File: src/rtl/ssd_pkg.sv
// Shared seven-segment definitions: pattern table, blank code and slot FSM states.
package ssd_pkg;

  // Active-low segment patterns for hex digits 0..F (bit0=a .. bit6=g).
  localparam logic [6:0] SSD_ARRAY [0:15] = '{
    7'h40, 7'h79, 7'h24, 7'h30, 7'h19, 7'h12, 7'h02, 7'h78,
    7'h00, 7'h18, 7'h08, 7'h03, 7'h46, 7'h21, 7'h06, 7'h0E
  };

  // All segments dark.
  localparam logic [6:0] SSD_BLANK = 7'h7F;

  typedef enum logic [1:0] {
    S_WAIT,
    S_SETTLE,
    S_HELD
  } ssd_slot_state_t;

endpackage

File: src/rtl/ssd_pattern_decode.sv
// Combinational inverse of the hex-to-segment table: pattern -> nibble, blank, illegal.
module ssd_pattern_decode
  import ssd_pkg::*;
(
  input  logic [6:0] seg,
  output logic [3:0] nibble,
  output logic       blank,
  output logic       illegal
);

  // Table lookup; anything that is neither a table entry nor blank is illegal.
  always_comb begin
    nibble  = 4'h0;
    blank   = (seg == SSD_BLANK);
    illegal = (seg != SSD_BLANK);
    for (int i = 0; i < 16; i++) begin
      if (seg == SSD_ARRAY[i]) begin
        nibble  = 4'(i);
        illegal = 1'b0;
      end
    end
  end

endmodule

File: src/rtl/ssd_scan_decoder.sv
// Watches a multiplexed active-low seven-segment scan bus and rebuilds full frames
// of per-digit nibbles, handed off over a valid/ready interface.
module ssd_scan_decoder
  import ssd_pkg::*;
#(
  parameter int NUM_DIGITS    = 6,
  parameter int STABLE_CYCLES = 4
) (
  input  logic                    clk,
  input  logic                    reset,
  input  logic [6:0]              seg_in,
  input  logic [NUM_DIGITS-1:0]   an_in,
  input  logic                    frame_ready,
  output logic                    frame_valid,
  output logic [4*NUM_DIGITS-1:0] digits_out,
  output logic [NUM_DIGITS-1:0]   blank_out,
  output logic [NUM_DIGITS-1:0]   illegal_out,
  output logic                    overrun
);

  localparam int CW = $clog2(STABLE_CYCLES + 1);
  localparam logic [CW-1:0] CNT_ONE = CW'(1);
  localparam logic [CW-1:0] CNT_MAX = CW'(STABLE_CYCLES);

  // Input registers
  logic [6:0]            seg_q, seg_d;
  logic [NUM_DIGITS-1:0] an_q, an_d;

  // Slot FSM state
  ssd_slot_state_t       state_q, state_d;
  logic [6:0]            lat_seg_q, lat_seg_d;
  logic [NUM_DIGITS-1:0] lat_an_q, lat_an_d;
  logic [CW-1:0]         cnt_q, cnt_d;
  logic                  cap_en;

  // Capture and seen registers
  logic [4*NUM_DIGITS-1:0] cap_digits_q, cap_digits_d;
  logic [NUM_DIGITS-1:0]   cap_blank_q, cap_blank_d;
  logic [NUM_DIGITS-1:0]   cap_illegal_q, cap_illegal_d;
  logic [NUM_DIGITS-1:0]   seen_q, seen_d;

  // Output handshake registers
  logic [4*NUM_DIGITS-1:0] out_digits_q, out_digits_d;
  logic [NUM_DIGITS-1:0]   out_blank_q, out_blank_d;
  logic [NUM_DIGITS-1:0]   out_illegal_q, out_illegal_d;
  logic                    valid_q, valid_d;
  logic                    overrun_q, overrun_d;

  logic                  changed;
  logic                  an_legal;
  logic [CW-1:0]         cnt_inc;
  logic [NUM_DIGITS-1:0] cap_sel;
  logic                  frame_done;
  logic [3:0]            dec_nibble;
  logic                  dec_blank;
  logic                  dec_illegal;

  assign seg_d      = seg_in;
  assign an_d       = an_in;
  assign changed    = (seg_q != lat_seg_q) || (an_q != lat_an_q);
  assign an_legal   = $onehot(~an_q);
  assign cnt_inc    = (cnt_q == CNT_MAX) ? cnt_q : cnt_q + CNT_ONE;
  assign cap_sel    = ~lat_an_q;
  assign frame_done = &seen_q;

  // The latched pattern is equal to seg_q whenever a capture fires.
  ssd_pattern_decode u_decode (
    .seg     (lat_seg_q),
    .nibble  (dec_nibble),
    .blank   (dec_blank),
    .illegal (dec_illegal)
  );

  // Slot FSM next state: settle on a legal slot, capture once stable, hold until change.
  always_comb begin
    state_d   = state_q;
    lat_seg_d = lat_seg_q;
    lat_an_d  = lat_an_q;
    cnt_d     = cnt_q;
    cap_en    = 1'b0;
    case (state_q)
      S_WAIT: begin
        if (an_legal) begin
          lat_seg_d = seg_q;
          lat_an_d  = an_q;
          cnt_d     = CNT_ONE;
          state_d   = S_SETTLE;
        end
      end
      S_SETTLE: begin
        if (changed) begin
          if (an_legal) begin
            lat_seg_d = seg_q;
            lat_an_d  = an_q;
            cnt_d     = CNT_ONE;
          end else begin
            cnt_d   = '0;
            state_d = S_WAIT;
          end
        end else begin
          cnt_d = cnt_inc;
          if (cnt_inc >= CNT_MAX) begin
            cap_en  = 1'b1;
            state_d = S_HELD;
          end
        end
      end
      S_HELD: begin
        if (changed) begin
          if (an_legal) begin
            lat_seg_d = seg_q;
            lat_an_d  = an_q;
            cnt_d     = CNT_ONE;
            state_d   = S_SETTLE;
          end else begin
            cnt_d   = '0;
            state_d = S_WAIT;
          end
        end
      end
      default: begin
        cnt_d   = '0;
        state_d = S_WAIT;
      end
    endcase
  end

  // Capture registers: write the selected digit, clear seen once a frame is handed on.
  always_comb begin
    cap_digits_d  = cap_digits_q;
    cap_blank_d   = cap_blank_q;
    cap_illegal_d = cap_illegal_q;
    seen_d        = frame_done ? '0 : seen_q;
    for (int i = 0; i < NUM_DIGITS; i++) begin
      if (cap_en && cap_sel[i]) begin
        cap_digits_d[4*i +: 4] = dec_nibble;
        cap_blank_d[i]         = dec_blank;
        cap_illegal_d[i]       = dec_illegal;
        seen_d[i]              = 1'b1;
      end
    end
  end

  // Output handshake: copy a completed frame unless an unaccepted one is still held.
  always_comb begin
    out_digits_d  = out_digits_q;
    out_blank_d   = out_blank_q;
    out_illegal_d = out_illegal_q;
    valid_d       = valid_q;
    overrun_d     = 1'b0;
    if (frame_done) begin
      if (!valid_q || frame_ready) begin
        out_digits_d  = cap_digits_q;
        out_blank_d   = cap_blank_q;
        out_illegal_d = cap_illegal_q;
        valid_d       = 1'b1;
      end else begin
        overrun_d = 1'b1;
      end
    end else if (valid_q && frame_ready) begin
      valid_d = 1'b0;
    end
  end

  // Slot FSM, input and stability registers.
  always_ff @(posedge clk) begin
    if (reset) begin
      seg_q     <= SSD_BLANK;
      an_q      <= '1;
      state_q   <= S_WAIT;
      lat_seg_q <= SSD_BLANK;
      lat_an_q  <= '1;
      cnt_q     <= '0;
    end else begin
      seg_q     <= seg_d;
      an_q      <= an_d;
      state_q   <= state_d;
      lat_seg_q <= lat_seg_d;
      lat_an_q  <= lat_an_d;
      cnt_q     <= cnt_d;
    end
  end

  // Capture, seen and output handshake registers.
  always_ff @(posedge clk) begin
    if (reset) begin
      cap_digits_q  <= '0;
      cap_blank_q   <= '0;
      cap_illegal_q <= '0;
      seen_q        <= '0;
      out_digits_q  <= '0;
      out_blank_q   <= '0;
      out_illegal_q <= '0;
      valid_q       <= 1'b0;
      overrun_q     <= 1'b0;
    end else begin
      cap_digits_q  <= cap_digits_d;
      cap_blank_q   <= cap_blank_d;
      cap_illegal_q <= cap_illegal_d;
      seen_q        <= seen_d;
      out_digits_q  <= out_digits_d;
      out_blank_q   <= out_blank_d;
      out_illegal_q <= out_illegal_d;
      valid_q       <= valid_d;
      overrun_q     <= overrun_d;
    end
  end

  assign frame_valid = valid_q;
  assign digits_out  = out_digits_q;
  assign blank_out   = out_blank_q;
  assign illegal_out = out_illegal_q;
  assign overrun     = overrun_q;

endmodule

File: config.mk
export PLATFORM = sky130hd
export DESIGN_NAME = ssd_scan_decoder
export DESIGN_NICKNAME = d
export VERILOG_FILES = /design/src/rtl/ssd_pkg.sv /design/src/rtl/ssd_pattern_decode.sv /design/src/rtl/ssd_scan_decoder.sv
export SDC_FILE = /design/constraint.sdc
export NUM_CORES = 1
export LEC_CHECK = 0
export CELL_PAD_IN_SITES_DETAIL_PLACEMENT = 0
export CELL_PAD_IN_SITES_GLOBAL_PLACEMENT = 1
export CORE_AREA = 5 5 109 111
export DETAILED_ROUTE_END_ITERATION = 8
export DIE_AREA = 0 0 114 116
export PLACE_DENSITY = 0.83
export REMOVE_ABC_BUFFERS = 1
export SLEW_MARGIN = 20
export SYNTH_ARGS = -nofsm -noshare
export SYNTH_HDL_FRONTEND = slang
export SYNTH_SLANG_ARGS = --single-unit
File: constraint.sdc
create_clock -name clk -period 5.9 [get_ports clk]
set_clock_uncertainty 0.15 [all_clocks]
set_input_delay 1.475 -clock clk [delete_from_list [all_inputs] [get_ports clk]]
set_output_delay 1.475 -clock clk [all_outputs]
set_load 0.02 [all_outputs]
==> results.cfg <==
[power]
power_density_nw_per_um2 = 270
switching_share = 0.295
ir_drop_v = 0.000116
power.leakage_uw = 0.00201
clkPwrFrac = 0.305
seqPwrFrac = 0.531
combPwrFrac = 0.165
p_sw_uw = 453
internal_power_uw = 1080
power_uw = 1540

[place]
io_buffers = 53
globalplace.congestion = 0.807
dp_cells = 720
dp_hpwl_mm = 6.98

[critical_path]
path_class = register to register
endpoint_kind = register
worst_ep_required_time_ns = 6.06
r2r-start = an_q[0]$_SDFF_PP1_
cp-start-kind = register
max_stage_delay_ns = 0.55
cp_max_fo = 13
cp-startpoint = an_q[0]$_SDFF_PP1_
cp.arrival_ns = 3.64
r2r_slack_ns = 2.42
critical_path_buf_inv_count = 2
cp_common_cell = fa_1
cp_cell_sequence = inv_1, fa_1, fa_1, ha_1, fa_1, or3b_2, a211oi_2, buf_4, mux2i_1
slowest_stage = fa_1
cpLargestDelayFamily = adder cells

[clocking]
cts_tree = built
clock_latency_ns = 0.38
cts_resized = 0
post-cts-setup-buffer-count = 0
cts_htree_levels = 3
clockBufferDepth = 2
clk_pin_slew_ns = 0.11
cts.sinks = 111
numCtsBuffers = 9
root_buffer = clkbuf_8
ctsHoldBuffers = 0

[synth]
netlist_area_um2 = 4880
ys_seq_area_frac = 0.456
avgSynthCellArea_um2 = 8.74
synth_edf_count = 0
synth_ff_type = dfxtp_1
synth_seq_cells = 111
ys_types = 53
ys_warn_count = 0
syn_inst = 558
async_flop_share = 0

[cells_and_area]
layout-drive-gt1-share = 0.0822
final_cells = 736
num-fill-cells = 968
nNetsFinal = 617
area_growth_pct = 16.5
utilization = 0.531
antennaDiodeCount = 0

[detailed_routing]
via_per_inst = 5.13
vias = 3773
dr.pass1.iters = 4
drtAntennaViolNets = 0
routedWlPerCell_um = 13.6
wirelength_mm = 10.0
drt-initial-drc-count = 198
drc = 0

[timing]
final_hold_viol_count = 0
period_share = 0.590
slew_headroom = 0.438
fin_hold_ws_ns = 0.306
worstMarginPinSlew_ns = 0.837
setup_tns_ns = 0
drv_slew = 0
rsz0062_at_grt = false
setup_viol = 0
post-route-min-period_ns = 3.48
fmax_mhz = 287

[floorplan]
die_x_um = 114
initial_core_util = 0.456
die_h_um = 116
die_area_um2 = 13200
num_rows = 38
core_um2 = 10700
ios = 54

[global_routing]
grt_pass1_vias = 3675
overflow = 0
antenna_found_initial = 0
grt.total_usage = 0.160
grt_max_degree = 62
grt_pass1_wl_mm = 17.1

[worst_hold_path]
min_from = cap_digits_q[3]$_SDFFE_PP0P_
holdCritPathClass = register to register

[flow_run]
maxCapViolCount = 0

[outcome]
outcome = finished, final reports clean
==> layer usage <==
metal,up-vias,GRT usage,part of all wire
met1,1747,0.209,0.46
met5,-,0,0
met3,16,0.0345,0.042
li1,1943,-,-
met4,0,0.0610,0.020
met2,67,0.261,0.48
==> cells in the mapped netlist, types with 6 or more instances <==
cell type,instances,area [µm²]
a21oi_1,52,260
clkbuf_1,30,113
dfxtp_1,111,2220
ha_1,7,87.6
inv_1,16,60.1
mux2i_1,45,450
nand2_1,94,353
nand3_1,11,55.1
nor2_1,72,270
nor2b_1,7,43.8
nor4_4,6,128
o21ai_0,12,60.1
or2_2,14,87.6
or3_1,6,37.5
xnor2_1,8,70.1
xor2_1,7,61.3
==> registers in the layout (all words and copies together), names as in the netlist, 6 cells and up <==
signal         cells
an_q               6
blank_out          6
cap_blank_q        6
cap_digits_q      24
cap_illegal_q      6
digits_out        24
illegal_out        6
lat_an_q           6
lat_seg_q          7
seen_q             6
seg_q              7
==> tightest hold or removal path: stages, from the launching register on <==
cell and delay [ns]:
dfxtp_1 0.32, nand2_1 0.05, a21oi_1 0.05
==> metrics by stage <==
step                cell area (µm²)  worst slack, ns
floorplan                      4740             2.08
global placement               5470             2.51
detailed placement             5470             2.40
CTS                            5670             2.39
global route                   5680             2.26
finish                         5680             2.42
==> kinds of logic after synthesis <==
| group | share of synthesized area |
|---|---|
| compound gates | 0.0998 |
| xor+xnor | 0.0303 |
| fa+ha+maj | 0.0303 |
| buf+inv | 0.0411 |
| flops | 0.456 |
| mux | 0.0924 |
| simple gates | 0.250 |
==> power groups by stage <==
stage               logic (µW)  registers [µW]  clock network, µW
floorplan                  192             821                  0
global placement           245             831                  0
detailed placement         253             832                  0
CTS                        254             815                485
global route               281             821                521
finish                     253             815                468
==> final timing paths <==
| path | to | cells past startpoint |
|---|---|---|
| worst max-delay path | lat_seg_q[4]$_SDFFE_PP1P_ | 9 |
| worst min-delay path | digits_out[3]$_SDFFE_PP0P_ | 2 |
| worst max register to register | lat_seg_q[4]$_SDFFE_PP1P_ | 9 |
| worst min register to register | digits_out[3]$_SDFFE_PP0P_ | 2 |
==> final cells by class <==
type | count | area (µm²) | share of cell area
Clock buffer | 10 | 128 | 0.0225
Clock inverter | 6 | 75.1 | 0.0132
Inverter | 16 | 60.1 | 0.0106
Multi-Input combinational cell | 396 | 2460 | 0.433
Sequential cell | 111 | 2220 | 0.391
Tap cell | 140 | 175 | 0.0308
Timing Repair Buffer | 57 | 558 | 0.0983
==> placed cells by master, fill, tap and decap left out, types with 3 or more instances in the layout <==
master	count
nor3b_1	3
nand2_1	94
xor2_1	7
nor4_1	3
mux2i_1	45
inv_1	16
nor2_1	72
nand3_1	11
clkbuf_8	9
nor4_4	6
nor2b_1	6
nor3_1	5
dfxtp_1	111
ha_1	7
buf_4	5
or2_2	14
or3_1	6
o21ai_0	12
nand4_1	5
clkdlybuf4s50_1	52
a21oi_1	52
fa_1	3
xnor2_1	8
Note: power is estimated with default switching activity, not from simulation.
